## src/rtl/operand_pair_defs.vh

```
// Shared definitions for the operand pair FIFO.
//   - FSM state codes for the pairing state machine.
//   - Entry width and field positions of one stored pair {x, y, odd}.
// Included inside operand_pair_fifo_pkg so the state codes are visible to
// every file that imports the package; the macros are global once defined.

`ifndef OPERAND_PAIR_DEFS_VH
`define OPERAND_PAIR_DEFS_VH

// One entry is {x[DATA_W-1:0], y[DATA_W-1:0], odd}.
`define OPF_ENTRY_W(dw) (2*(dw)+1)
`define OPF_ODD_BIT     0
`define OPF_Y_LSB       1
`define OPF_X_LSB(dw)   ((dw)+1)

`endif

localparam logic [3:0] S_EXPECT_X = 4'h0;
localparam logic [3:0] S_HAVE_X   = 4'h1;

```

## src/rtl/operand_pair_fifo_pkg.sv

```systemverilog
// Package for operand_pair_fifo.
//   Holds the pairing FSM state type built on the shared state codes.
//   No ports.

package operand_pair_fifo_pkg;

`include "operand_pair_defs.vh"

    typedef enum logic [3:0] {
        ST_EXPECT_X = S_EXPECT_X,
        ST_HAVE_X   = S_HAVE_X
    } state_e;

endpackage

```

## src/rtl/operand_pair_fifo_mem.sv

```systemverilog
// Storage for operand pairs: entry array, read/write pointers and occupancy.
// Ports:
//   clk, rst         clock, asynchronous active-high reset
//   push_i           write wr_data_i at wr_ptr (caller guarantees not full)
//   pop_i            retire the entry at rd_ptr (caller guarantees not empty)
//   wr_data_i        entry to write
//   rd_data_o        entry at rd_ptr, combinational
//   count_o          current occupancy, 0 .. 2**AW

module operand_pair_fifo_mem #(
    parameter int DATA_W = 8,
    parameter int AW     = 2
) (
    input  logic                             clk,
    input  logic                             rst,
    input  logic                             push_i,
    input  logic                             pop_i,
    input  logic [`OPF_ENTRY_W(DATA_W)-1:0]  wr_data_i,
    output logic [`OPF_ENTRY_W(DATA_W)-1:0]  rd_data_o,
    output logic [AW:0]                      count_o
);

    localparam int EW    = `OPF_ENTRY_W(DATA_W);
    localparam int DEPTH = 1 << AW;

    logic [EW-1:0] mem_q [DEPTH];
    logic [AW-1:0] wr_ptr_q, wr_ptr_d;
    logic [AW-1:0] rd_ptr_q, rd_ptr_d;
    logic [AW:0]   count_q,  count_d;

    always_comb begin
        // NOTE: every combinational output gets a default first, so no path
        // leaves it unassigned and no latch is inferred.
        wr_ptr_d = wr_ptr_q;
        rd_ptr_d = rd_ptr_q;
        count_d  = count_q;
        if (push_i) wr_ptr_d = wr_ptr_q + 1'b1;
        if (pop_i)  rd_ptr_d = rd_ptr_q + 1'b1;
        case ({push_i, pop_i})
            2'b10:   count_d = count_q + 1'b1;
            2'b01:   count_d = count_q - 1'b1;
            default: count_d = count_q;
        endcase
    end

    // NOTE: sequential state uses non-blocking assignments so every register
    // samples pre-edge values regardless of statement order.
    always_ff @(posedge clk or posedge rst) begin
        if (rst) begin
            // NOTE: the array is small and must read as zero after reset, so it
            // is reset explicitly; a large RAM would normally be left unreset.
            for (int i = 0; i < DEPTH; i++) mem_q[i] <= '0;
            wr_ptr_q <= '0;
            rd_ptr_q <= '0;
            count_q  <= '0;
        end else begin
            if (push_i) mem_q[wr_ptr_q] <= wr_data_i;
            wr_ptr_q <= wr_ptr_d;
            rd_ptr_q <= rd_ptr_d;
            count_q  <= count_d;
        end
    end

    assign rd_data_o = mem_q[rd_ptr_q];
    assign count_o   = count_q;

endmodule

```

## src/rtl/operand_pair_fifo.sv

```systemverilog
// Operand pair FIFO: pairs a scalar operand stream into (x, y) and buffers
// the pairs for the arithmetic stage. A trailing x flagged by in_last is
// padded with y = 0 and marked odd.
// Ports:
//   clk, rst                   clock, asynchronous active-high reset
//   in_valid/in_ready          input word handshake; in_ready depends only on
//                              the registered occupancy
//   in_data, in_last           operand word, end-of-stream flag
//   out_valid/out_ready        pair handshake at the FIFO head
//   out_x, out_y, out_odd      head pair fields
//   count                      FIFO occupancy
//   stall_cnt                  saturating count of cycles with in_valid while
//                              not ready; built only when the macro
//                              OPERAND_PAIR_FIFO_STALL_CNT_EN is defined,
//                              otherwise tied to zero

module operand_pair_fifo
    import operand_pair_fifo_pkg::*;
#(
    parameter int DATA_W = 8,
    parameter int AW     = 2
) (
    input  logic              clk,
    input  logic              rst,
    input  logic              in_valid,
    output logic              in_ready,
    input  logic [DATA_W-1:0] in_data,
    input  logic              in_last,
    output logic              out_valid,
    input  logic              out_ready,
    output logic [DATA_W-1:0] out_x,
    output logic [DATA_W-1:0] out_y,
    output logic              out_odd,
    output logic [AW:0]       count,
    output logic [15:0]       stall_cnt
);

    localparam int EW    = `OPF_ENTRY_W(DATA_W);
    localparam int DEPTH = 1 << AW;

    state_e            state_q, state_d;
    logic [DATA_W-1:0] x_q, x_d;
    logic              in_accept;
    logic              push;
    logic              pop;
    logic [EW-1:0]     wr_entry;
    logic [EW-1:0]     rd_entry;

    // Ready comes from the registered count only, so a pop never opens the
    // input in the same cycle.
    assign in_ready  = (count != (AW+1)'(DEPTH));
    assign out_valid = (count != '0);
    assign in_accept = in_valid & in_ready;
    assign pop       = out_valid & out_ready;

    always_comb begin
        state_d  = state_q;
        x_d      = x_q;
        push     = 1'b0;
        wr_entry = '0;
        case (state_q)
            ST_EXPECT_X: begin
                if (in_accept) begin
                    if (in_last) begin
                        push     = 1'b1;
                        wr_entry = {in_data, {DATA_W{1'b0}}, 1'b1};
                    end else begin
                        x_d     = in_data;
                        state_d = ST_HAVE_X;
                    end
                end
            end
            ST_HAVE_X: begin
                if (in_accept) begin
                    push     = 1'b1;
                    wr_entry = {x_q, in_data, 1'b0};
                    state_d  = ST_EXPECT_X;
                end
            end
            default: state_d = ST_EXPECT_X;
        endcase
    end

    always_ff @(posedge clk or posedge rst) begin
        if (rst) begin
            state_q <= ST_EXPECT_X;
            x_q     <= '0;
        end else begin
            state_q <= state_d;
            x_q     <= x_d;
        end
    end

    operand_pair_fifo_mem #(
        .DATA_W (DATA_W),
        .AW     (AW)
    ) u_mem (
        .clk       (clk),
        .rst       (rst),
        .push_i    (push),
        .pop_i     (pop),
        .wr_data_i (wr_entry),
        .rd_data_o (rd_entry),
        .count_o   (count)
    );

    assign out_x   = rd_entry[`OPF_X_LSB(DATA_W) +: DATA_W];
    assign out_y   = rd_entry[`OPF_Y_LSB +: DATA_W];
    assign out_odd = rd_entry[`OPF_ODD_BIT];

`ifdef OPERAND_PAIR_FIFO_STALL_CNT_EN
    logic [15:0] stall_cnt_q, stall_cnt_d;

    always_comb begin
        stall_cnt_d = stall_cnt_q;
        if (in_valid && !in_ready && (stall_cnt_q != 16'hFFFF))
            stall_cnt_d = stall_cnt_q + 16'd1;
    end

    always_ff @(posedge clk or posedge rst) begin
        if (rst) stall_cnt_q <= '0;
        else     stall_cnt_q <= stall_cnt_d;
    end

    assign stall_cnt = stall_cnt_q;
`else
    assign stall_cnt = 16'h0000;
`endif

endmodule

```

## config.mk

```make
export PLATFORM = sky130hd
export DESIGN_NAME = operand_pair_fifo
export DESIGN_NICKNAME = d
export VERILOG_FILES = /design/src/rtl/operand_pair_fifo_pkg.sv /design/src/rtl/operand_pair_fifo_mem.sv /design/src/rtl/operand_pair_fifo.sv
export VERILOG_INCLUDE_DIRS = /design/src /design/src/rtl
export SDC_FILE = /design/constraint.sdc
export NUM_CORES = 1
export LEC_CHECK = 0
export ABC_AREA = 1
export CAP_MARGIN = 40
export CELL_PAD_IN_SITES_DETAIL_PLACEMENT = 1
export CELL_PAD_IN_SITES_GLOBAL_PLACEMENT = 1
export CORE_MARGIN = 2
export CORE_UTILIZATION = 35
export CTS_CLUSTER_SIZE = 28
export DETAILED_ROUTE_END_ITERATION = 7
export GPL_TIMING_DRIVEN = 0
export PLACE_DENSITY = 0.66
export SLEW_MARGIN = 0
export SYNTH_ARGS = -nofsm -noshare
export SYNTH_HDL_FRONTEND = slang
export SYNTH_SLANG_ARGS = --single-unit
export TNS_END_PERCENT = 20
```

## constraint.sdc

```tcl
create_clock -name clk -period 3.81 [get_ports clk]
set_input_delay 1.143 -clock clk [delete_from_list [all_inputs] [get_ports clk]]
set_output_delay 1.143 -clock clk [all_outputs]
set_load 0.02 [all_outputs]
```

# ---- After elaboration in Yosys (flattened, before gate mapping)
# Index checks and enable logic that the tools add are counted.
dict set report op_classes {
  addsub 4
  n_mul 0
  div 0
  order_cmp 3
  n_eq_ne 7
  shifts 0
  n_mux 19
  n_bitwise 5
  reduce_logical 6
}
# operator count
set op_table {}
lappend op_table {{$mux 17} 6}
lappend op_table {{$bwmux 68} 1}
lappend op_table {{$bmux 17 s2} 1}
lappend op_table {{$demux 17 s2} 1}
lappend op_table {{$pmux 17 s2} 1}
lappend op_table {{$mux 4} 3}
lappend op_table {{$pmux 4 s2} 1}
lappend op_table {{$ge 3x3->1 const B} 2}
lappend op_table {{$ne 2x2->1 const B} 3}
lappend op_table {{$not 2->3} 2}
lappend op_table {{$pmux 3 s2} 1}
lappend op_table {{$reduce_and 3->1} 2}
lappend op_table {{$add 2x1->2 const B} 2}
lappend op_table {{$eq 4x1->1 const B} 1}
lappend op_table {{$logic_not 4->1} 1}
lappend op_table {{$add 3x1->3 const B} 1}
lappend op_table {{$lt 3x1->1 const B} 1}
lappend op_table {{$mux 1} 3}
lappend op_table {{$ne 3x3->1 const B} 1}
lappend op_table {{$reduce_bool 3->1} 1}
lappend op_table {{$sub 3x1->3 const B} 1}
lappend op_table {{$and 1x1->1} 2}
lappend op_table {{$eq 2x1->1 const B} 1}
lappend op_table {{$eq 2x2->1 const B} 1}
lappend op_table {{4 further kinds} 4}
dict set report totals {
  regBits 87
  latchBits 0
  ramBits 0
  rom_bits 0
  out_inout_bits 38
  memories 0
}

# ---- Depth between registers and ports, before layout
# Gate-level depths: netlist of the first run.
dict set report logic_depth {
  word_depth 6
  depth_mapped 10
  depth_no_buf 10
}

# ---- Cells and area by module
# From an unflattened synthesis of the first run, not the netlist that was laid out.
dict set report hier_totals {
  cells_unflattened 519
  area_unflattened_um2 4519.3
}
# module n_inst cells_each area_each_um2 seq_area_each_um2
set by_module_without_submodules {}
lappend by_module_without_submodules {operand_pair_fifo_mem 1 407 3719.8 1876.8}
lappend by_module_without_submodules {operand_pair_fifo 1 112 799.5 225.2}

# ---- Least setup slack after synthesis of the first run
# Ideal clock, no wire load.
dict set report synth_path {
  kind {input-to-reg}
  from {input port in_last}
  to {register u_mem.count_q[2], in the netlist u_mem.count_o[2]}
  arrival_time_ps 2513
  required_ps 3679
  path_slack_ps 1166
  cell_stages 9
  path_buffers 0
  path_cell_list {inv_1 nand2_4 nand3_4 ha_1 inv_1 fa_1 a21oi_1 o21ai_0 xor2_1}
}
dict set report synth_between {
  elab_chain_cells 5
}
# element line_no
set synth_lines {}
lappend synth_lines {{start, declared} operand_pair_fifo.sv:28} ;# input logic in_last,
lappend synth_lines {{$mux 1 (*)} operand_pair_fifo.sv:64} ;# if (in_last) begin
lappend synth_lines {{$mux 1 (*)} operand_pair_fifo.sv:63} ;# if (in_accept) begin
lappend synth_lines {{$pmux 1 s2 (*)} operand_pair_fifo.sv:61} ;# case (state_q)
lappend synth_lines {{$eq 2x1->1 / $eq 2x2->1 (equally long branches)} operand_pair_fifo_mem.sv:39} ;# case ({push_i, pop_i})
lappend synth_lines {{$pmux 3 s2 / $reduce_bool 2->1 (equally long branches)} --}
lappend synth_lines {{end signal, assigned} operand_pair_fifo_mem.sv:60} ;# count_q <= count_d;
lappend synth_lines {{end, declared} operand_pair_fifo_mem.sv:29} ;# logic [AW:0] count_q, count_d;
# Every way passes the cells marked *; elsewhere a longest branch is shown, timed or not.
# A chain may end at the register's enable or synchronous reset.

# ---- Worst setup path after layout of the first run
dict set report layout_path {
  from {register u_mem.rd_ptr_q[0]}
  to {output port out_x[0]}
}
dict set report layout_between {
  elab_chain_cells 4
}
# element line_no
set layout_lines {}
lappend layout_lines {{start, declared} operand_pair_fifo_mem.sv:28} ;# logic [AW-1:0] rd_ptr_q, rd_ptr_d;
lappend layout_lines {{start signal, assigned} operand_pair_fifo_mem.sv:59} ;# rd_ptr_q <= rd_ptr_d;
lappend layout_lines {{$not 2->3 (implied by the code)} operand_pair_fifo_mem.sv:64} ;# assign rd_data_o = mem_q[rd_ptr_q];
lappend layout_lines {{$bmux 17 s2} operand_pair_fifo_mem.sv:64}
lappend layout_lines {{$mux 17 (implied by the code) (2 in series)} operand_pair_fifo_mem.sv:64}
lappend layout_lines {{end, declared} operand_pair_fifo.sv:31} ;# output logic [DATA_W-1:0] out_x,
# No other way between the ends. The select of a mux whose other input is x is not followed.

==> results of run 1 <==
-- metrics by stage --
stage	hold slack (ps)	cells	TNS, ps	utilization [%]
floorplan	437	538	0	-
global placement	447	718	-86430	40.5
detailed placement	453	719	0	40.7
CTS	471	734	0	43.2
global route	488	734	-225	43.2
finish	470	734	0	43.2
-- synthesized netlist by cell type (3+ instances only) --
| cell type | count |
|---|---|
| sky130_fd_sc_hd__clkbuf_1 | 13 |
| sky130_fd_sc_hd__buf_4 | 21 |
| sky130_fd_sc_hd__o22ai_1 | 14 |
| sky130_fd_sc_hd__dfrtp_1 | 84 |
| sky130_fd_sc_hd__nand4_1 | 17 |
| sky130_fd_sc_hd__nor2_4 | 5 |
| sky130_fd_sc_hd__o21ai_0 | 50 |
| sky130_fd_sc_hd__xor2_1 | 3 |
| sky130_fd_sc_hd__nand3_4 | 4 |
| sky130_fd_sc_hd__ha_1 | 5 |
| sky130_fd_sc_hd__nand2_1 | 185 |
| sky130_fd_sc_hd__a21oi_1 | 5 |
| sky130_fd_sc_hd__inv_1 | 27 |
| sky130_fd_sc_hd__buf_2 | 6 |
| sky130_fd_sc_hd__nor2_1 | 36 |
| sky130_fd_sc_hd__buf_6 | 3 |
| sky130_fd_sc_hd__nand3_1 | 32 |
-- layout make-up --
cell class	count	share of cell area, %
clock buffers	10	4.64
clock inverters	5	1.02
multi-input cells	381	35.4
inverters	29	2.26
well taps	147	3.57
plain buffers	44	5.35
flip-flops and latches	84	40.8
repair buffers	34	6.95
-- state kept, by name (all words and copies together) (netlist names) --
register and count:
u_mem.mem_q 68, x_q 8, u_mem.count_o 3, u_mem.rd_ptr_q 2, u_mem.wr_ptr_q 2, state_q 1
-- power groups by stage --
stage	combinational [mW]	sequential (mW)	clock, mW
6_report	2.22	1.46	0.884
5_1_grt	2.47	1.51	0.933
4_1_cts	2.24	1.46	0.900
3_5_place_dp	2.23	1.47	0
3_3_place_gp	2.19	1.46	0
2_1_floorplan	1.39	1.44	0
-- worst min path at each step --
stage                    startpoint               to  cells past startpoint
floorplan           u_mem.mem_q[17]  u_mem.mem_q[17]                      2
global placement     u_mem.mem_q[7]   u_mem.mem_q[7]                      2
detailed placement  u_mem.mem_q[37]  u_mem.mem_q[37]                      2
CTS                 u_mem.mem_q[40]  u_mem.mem_q[40]                      2
global route        u_mem.mem_q[17]  u_mem.mem_q[17]                      2
finish              u_mem.mem_q[40]  u_mem.mem_q[40]                      2
-- per-layer routing --
metal / up-vias / share of wire [%] / track usage [%]
met3: 12 / 3.5 / 3.18
met2: 71 / 48 / 36.1
li1: 1772 / - / -
met5: - / 0 / 0
met1: 1826 / 47 / 29.3
met4: 0 / 1.5 / 6.91
-- cells by family (layout without fill, tap and decap cells) --
group | Yosys count | count (layout) | synth area share, %
other | 1 | 16 | 0.0882
xor gates and xnor gates | 4 | 4 | 0.824
and+or+nand+nor | 285 | 285 | 29.9
adders and majority gates | 6 | 6 | 1.94
DFF | 84 | 84 | 49.4
AOI/OAI and AO/OA | 70 | 70 | 8.65
buffers and inverters | 73 | 122 | 9.12
-- critical path: cells and delay by family (launching register included) --
family,cells,cell delay (ps)
buffers and inverters,4,1480
flip-flops,1,430
AO/OA/AOI/OAI,1,260
AND/OR/NAND/NOR,1,90
==> results.txt, run 1 <==
----------------------------------------------------
[Run status]
  Status ... finished, final reports clean

[Logic synthesis]
  Post-synthesis async set-or-reset flop share ... 100%
  Yosys synthesis warning count ... 0
  Sequential element share of the synthesized area ... 49.4%
  Dominant cell type by area after synthesis ... sky130_fd_sc_hd__dfrtp_1
  Count of distinct cell types in the synthesized netlist ... 27
  Largest cells by area after synthesis ... sky130_fd_sc_hd__dfrtp_1, sky130_fd_sc_hd__nand2_1, sky130_fd_sc_hd__o21ai_0
  Netlist Area Pre-Place ... 0.00425 mm²
  Dominant synthesized flop cell ... sky130_fd_sc_hd__dfrtp_1
  Post-synthesis area per instance ... roughly 8.1 µm²
  Post-synth EDFFs ... 0
  Synthesized netlist cell count ... 523
  Area fraction of the dominant cell type after synthesis ... around 49%
  Number of synthesized register bits ... 84

[Power]
  Leakage power summed over all cells ... 2.62 nW
  Net switching fraction of the power ... between 40 and 50%
  Power Dens Cells ... 887 mW/mm²
  Switching power ... around 2.0 mW
  Share of total power in combinational logic ... 48.6%
  Internal power of the cells ... between 2 and 3 mW
  Clock network power share ... around a fifth
  Peak supply drop ... about 320 µV
  Sequential Power Share ... 32.0%
  Overall power consumption ... roughly 4.6 mW

[Cells and area]
  Total area of multi-input combinational cells ... around 0.0018 mm²
  Layout area overhead ... 21.0%
  Reg area ... between 0.002 and 0.0025 mm²
  Number of fill cells in the layout ... between 1000 and 1500
  Design Area, Final ... roughly 0.005 mm²
  Diode insertion count for antenna repair ... 0
  Most common cell after layout, fill and taps aside ... sky130_fd_sc_hd__nand2_1
  Number of nets in the finished design ... about 600
  Share of cells above drive strength 1 ... ~11%
  Most frequent cells in the layout ... sky130_fd_sc_hd__nand2_1, sky130_fd_sc_hd__dfrtp_1, sky130_fd_sc_hd__o21ai_0, sky130_fd_sc_hd__nor2_1, sky130_fd_sc_hd__clkdlybuf4s50_1

[Clock network]
  Clock tree from TritonCTS ... yes
  Number of clock sinks ... 84
  Longest Clk Path Bufs ... 2
  Root Driver ... sky130_fd_sc_hd__clkbuf_16
  Worst-Skew Late Latency ... ~350 ps
  Clock-pin slew on the worst setup and hold paths ... 60 ps
  Number of gates resized after CTS ... 0
  Number of buffers added by the clock tree synthesis step ... 9
  Number of hold buffers added after CTS ... 0
  CTS H-tree lvls ... 3
  Number of buffers inserted to repair setup after CTS ... 0

[Setup path]
  Startpoint Class ... flop
  R2r setup slk ... roughly 1700 ps
  Worst setup path startpoint ... u_mem.rd_ptr_q[0]
  Ordered list of cells on the worst path ... inv_1, buf_2, clkbuf_1, nor2_1, o22ai_1, clkdlybuf4s50_1
  Maximum fanout along the worst path ... 10
  CP max-delay cell ... sky130_fd_sc_hd__clkdlybuf4s50_1
  Cell count of the worst reg-to-reg path ... 10
  CP endpoint kind ... output port
  Slowest stage delay, CP ... 650 ps
  Capture point of the worst reg-to-reg path ... u_mem.count_o[2]
  Critical path data arrival time ... ~2600 ps
  CP required ... around 2700 ps
  End of the critical path ... out_x[0]
  WS Path Type ... reg -> out
  Worst r2r src ... u_mem.count_o[0]

[Timing]
  Count of final max-slew check failures ... 0
  Final period utilization ... a little under 100%
  Tightest Pin Transition ... ~700 ps
  Unrepaired setup endpoints after global routing ... true
  Setup violations, final ... 0
  Maximum clock skew at final layout ... 8.22 ps
  Number of failing hold endpoints at the final stage ... 0
  Worst-case setup margin in the final layout ... between 60 and 70 ps
  Maximum clock frequency ... ~270 MHz
  Normalized max-slew margin ... a little over half
  Final critical delay including setup and external delays ... around 3700 ps

[Route]
  Final routed wirelength across all metal layers ... ~13000 µm
  Routed vias/inst ... roughly 5
  Drt initial violations ... between 200 and 250
  Total number of vias ... around 3700
  Final antenna-violating net count ... 0
  Total DRC errors in the routed layout ... 0
  WL/cell ... approximately 18 µm
  First-pass iteration count of the detailed router ... 4

[GRT]
  Largest net degree at the start of global routing ... 48
  Overflow left after global routing ... 0
  Vias in the first global route ... 3951
  Initial antenna violation count ... 0
  GR Util All Layers ... a little over a fifth
  Global-route wire length before repair ... roughly 21000 µm

[Placed design]
  Post-placement worst setup slack ... roughly 420 ps
  Placed instance area ... 0.00485 mm²
  Routability Congestion ... roughly 0.8
  Final HPWL DP ... roughly 9100 µm
  Port buffer count ... 33

[Floorplanning]
  Die span in x ... between 100 and 150 µm
  Effective utilization at floorplan ... around 36%
  Die area ... about 0.013 mm²
  Std-Cell Core Area ... about 0.012 mm²
  Standard-cell rows ... 40
  Number of top-level pins ... approximately 50
  Die Ht ... 114 µm

[Run]
  Count of max-cap constraint violations ... 0

[Worst hold path]
  Min-delay worst type ... reg -> reg

----------------------------------------------------
(Power assumes the default switching activity.)
==> run 2: changes to the inputs <==
ABC_AREA = 0   (was 1)
PLACE_DENSITY = 0.6   (was 0.66)
==> results.txt, run 2 <==
----------------------------------------------------
[Clock network]
  Clock tree from TritonCTS ... yes
  Root Driver ... sky130_fd_sc_hd__clkbuf_16
  Number of gates resized after CTS ... 0
  Worst-Skew Late Latency ... approximately 330 ps
  Clock-pin slew on the worst setup and hold paths ... 60 ps
  Number of hold buffers added after CTS ... 0
  Number of clock sinks ... 84
  Longest Clk Path Bufs ... 2
  Number of buffers added by the clock tree synthesis step ... 9
  CTS H-tree lvls ... 3
  Number of buffers inserted to repair setup after CTS ... 0

[Logic synthesis]
  Largest cells by area after synthesis ... sky130_fd_sc_hd__dfrtp_1, sky130_fd_sc_hd__mux2_2, sky130_fd_sc_hd__mux4_2
  Library cell with the highest instance count after synthesis ... sky130_fd_sc_hd__dfrtp_1
  Yosys synthesis warning count ... 0
  Sequential element share of the synthesized area ... 51.8%
  Netlist Area Pre-Place ... slightly above 0.004 mm²
  Synthesized netlist cell count ... 283
  Synth cell count leaders ... sky130_fd_sc_hd__dfrtp_1, sky130_fd_sc_hd__mux2_2, sky130_fd_sc_hd__buf_4
  Dominant cell type by area after synthesis ... sky130_fd_sc_hd__dfrtp_1
  Count of distinct cell types in the synthesized netlist ... 30
  Post-synthesis async set-or-reset flop share ... 100%
  Dominant synthesized flop cell ... sky130_fd_sc_hd__dfrtp_1
  Number of synthesized register bits ... 84
  Post-synthesis area per instance ... between 10 and 15 µm²
  Area fraction of the dominant cell type after synthesis ... roughly half
  Post-synth EDFFs ... 0

[Power]
  Power Dens Cells ... ~860 mW/mm²
  Leakage power summed over all cells ... between 2 and 2.5 nW
  Peak supply drop ... between 300 and 400 µV
  Overall power consumption ... 4.26 mW

[Timing]
  Final critical delay including setup and external delays ... 3650 ps
  Normalized max-slew margin ... approximately 41%
  Maximum clock skew at final layout ... roughly 7.6 ps
  Hold slack final ... 502 ps
  Tightest Pin Transition ... roughly 880 ps
  Worst-case setup margin in the final layout ... ~160 ps
  Number of failing hold endpoints at the final stage ... 0
  Setup violations, final ... 0
  Final period utilization ... 95.7%
  Maximum clock frequency ... about 270 MHz
  Count of final max-slew check failures ... 0
  Unrepaired setup endpoints after global routing ... false
  Sum of negative setup slack ... 0 ps

[GRT]
  Vias in the first global route ... 2613
  Global-route wire length before repair ... around 15000 µm
  Initial antenna violation count ... 0
  GR Util All Layers ... 15.6%
  Largest net degree at the start of global routing ... between 50 and 60
  Overflow left after global routing ... 0

[Placed design]
  Count of placed standard cells including taps ... approximately 480
  Port buffer count ... 34
  Final HPWL DP ... approximately 6200 µm
  Post-placement worst setup slack ... between 200 and 300 ps
  Routability Congestion ... between 0.7 and 0.8
  Placed instance area ... roughly 0.0047 mm²

[Cells and area]
  Layout area overhead ... 22.7%
  Largest Register ... u_mem.mem_q
  Share of cells above drive strength 1 ... between 40% and 50%
  Diode insertion count for antenna repair ... 0
  Most common cell after layout, fill and taps aside ... sky130_fd_sc_hd__dfrtp_1
  Number of fill cells in the layout ... approximately 1200
  Number of nets in the finished design ... approximately 360
  Design Area, Final ... ~0.005 mm²
  Max reg flops ... approximately 70
  Core occupancy in the finished layout ... 43.8%
  Most frequent cells in the layout ... sky130_fd_sc_hd__dfrtp_1, sky130_fd_sc_hd__mux2_2, sky130_fd_sc_hd__clkdlybuf4s50_1, sky130_fd_sc_hd__buf_4, sky130_fd_sc_hd__nand2_1
  Post-route non-filler standard cell count ... between 400 and 500

[Setup path]
  Ordered list of cells on the worst path ... buf_2, clkbuf_4, mux4_2, clkdlybuf4s50_1
  CP max-delay cell ... sky130_fd_sc_hd__clkdlybuf4s50_1
  R2r setup slk ... between 1500 and 2000 ps
  Cell family with the largest share of critical-path delay ... buffers and inverters
  Cell count of the worst reg-to-reg path ... 9
  Startpoint Class ... flop
  CP endpoint kind ... output port
  WS Path Type ... reg -> out
  CP required ... around 2700 ps
  Slowest stage delay, CP ... approximately 570 ps
  Number of buffers and inverters on the critical path ... 3
  Worst r2r src ... u_mem.count_o[0]
  Critical path data arrival time ... ~2500 ps
  Maximum fanout along the worst path ... 10
  Capture point of the worst reg-to-reg path ... u_mem.count_o[2]

[Route]
  Final antenna-violating net count ... 0
  Total DRC errors in the routed layout ... 0
  WL/cell ... between 15 and 20 µm
  Routed vias/inst ... between 4 and 5
  Final routed wirelength across all metal layers ... ~9000 µm
  Drt initial violations ... 56
  First-pass iteration count of the detailed router ... 4
  Total number of vias ... between 2000 and 2500

[Worst hold path]
  Cell count of the worst hold path ... 1
  Worst hold endpoint ... u_mem.mem_q[66]
  Min-delay worst type ... reg -> reg
  Start point of the worst hold path ... u_mem.mem_q[66]

[Run status]
  Status ... finished, final reports clean

[Floorplanning]
  Die Ht ... 112 µm
  Die area ... roughly 0.012 mm²
  Effective utilization at floorplan ... roughly 36%
  Number of top-level pins ... 51
  Std-Cell Core Area ... around 0.011 mm²
  Die span in x ... approximately 110 µm
  Standard-cell rows ... 39

[Run]
  Count of max-cap constraint violations ... 0

----------------------------------------------------
==> run 2: changes by cell type after synthesis, moves of 9 or more <==
cell | previous run | this run
sky130_fd_sc_hd__mux2_2 | 0 | 65
sky130_fd_sc_hd__nor2_1 | 36 | 2
sky130_fd_sc_hd__clkbuf_1 | 13 | 4
sky130_fd_sc_hd__o22ai_1 | 14 | 0
sky130_fd_sc_hd__o21ai_0 | 50 | 9
sky130_fd_sc_hd__nand2_1 | 185 | 18
sky130_fd_sc_hd__nand3_1 | 32 | 0
sky130_fd_sc_hd__inv_1 | 27 | 8
sky130_fd_sc_hd__mux4_2 | 0 | 17
sky130_fd_sc_hd__nand4_1 | 17 | 0
==> run 2: cells by family after synthesis <==
logic type / Yosys count / synth area share, %
AND/OR/NAND/NOR: 37 / 5.43
adder cells (fa/ha/maj): 6 / 2.04
buffers and inverters: 39 / 5.77
multiplexers: 91 / 30.7
other: 1 / 0.0924
AO/OA/AOI/OAI: 19 / 2.90
XOR/XNOR: 6 / 1.30
flip-flops: 84 / 51.8
==> run 2: per-layer routing <==
layer,vias up,part of all wire [%],global-route usage (%)
li1,1102,-,-
met1,1285,48,22.2
met2,38,47,24.1
met3,12,2.8,2.78
met4,0,1.6,5.68
met5,-,0,0
==> run 2: where the power goes <==
group	leakage (nW)	switching [mW]	internal, mW
Sequential	1.08	0.218	1.29
Combinational	1.08	0.841	0.996
Clock	0.155	0.347	0.566
Total	2.31	1.41	2.85
==> run 2: worst reg2reg max path, cell delays in order, from the launching register on <==
cell and delay, ps:
sky130_fd_sc_hd__dfrtp_1 460, sky130_fd_sc_hd__nor3b_4 470, sky130_fd_sc_hd__nor2_1 180, sky130_fd_sc_hd__inv_1 90, sky130_fd_sc_hd__ha_1 180, sky130_fd_sc_hd__inv_1 60
sky130_fd_sc_hd__fa_1 370, sky130_fd_sc_hd__xor2_1 150, sky130_fd_sc_hd__nor2_1 120, sky130_fd_sc_hd__xor2_1 150
==> run 2: final cells by class <==
class | instances | area (µm²) | share of cell area, %
buffer | 30 | 203 | 4.07
multi-input combinational | 175 | 1780 | 35.7
timing repair buffer | 36 | 375 | 7.54
tap | 143 | 179 | 3.59
sequential | 84 | 2100 | 42.2
clock inverter | 6 | 80.1 | 1.61
inverter | 9 | 36.3 | 0.729
clock buffer | 9 | 225 | 4.52
==> run 2: how the worst max path moves through the flow <==
stage	start	to	slack (ps)	depth (start not counted)
floorplan	rst	state_q[0]	500	1
global placement	rst	u_mem.mem_q[4]	-1040	2
detailed placement	in_valid	u_mem.mem_q[20]	260	5
CTS	u_mem.rd_ptr_q[0]	out_y[4]	20	4
global route	u_mem.rd_ptr_q[0]	out_y[4]	9	4
finish	u_mem.rd_ptr_q[0]	out_y[4]	160	4
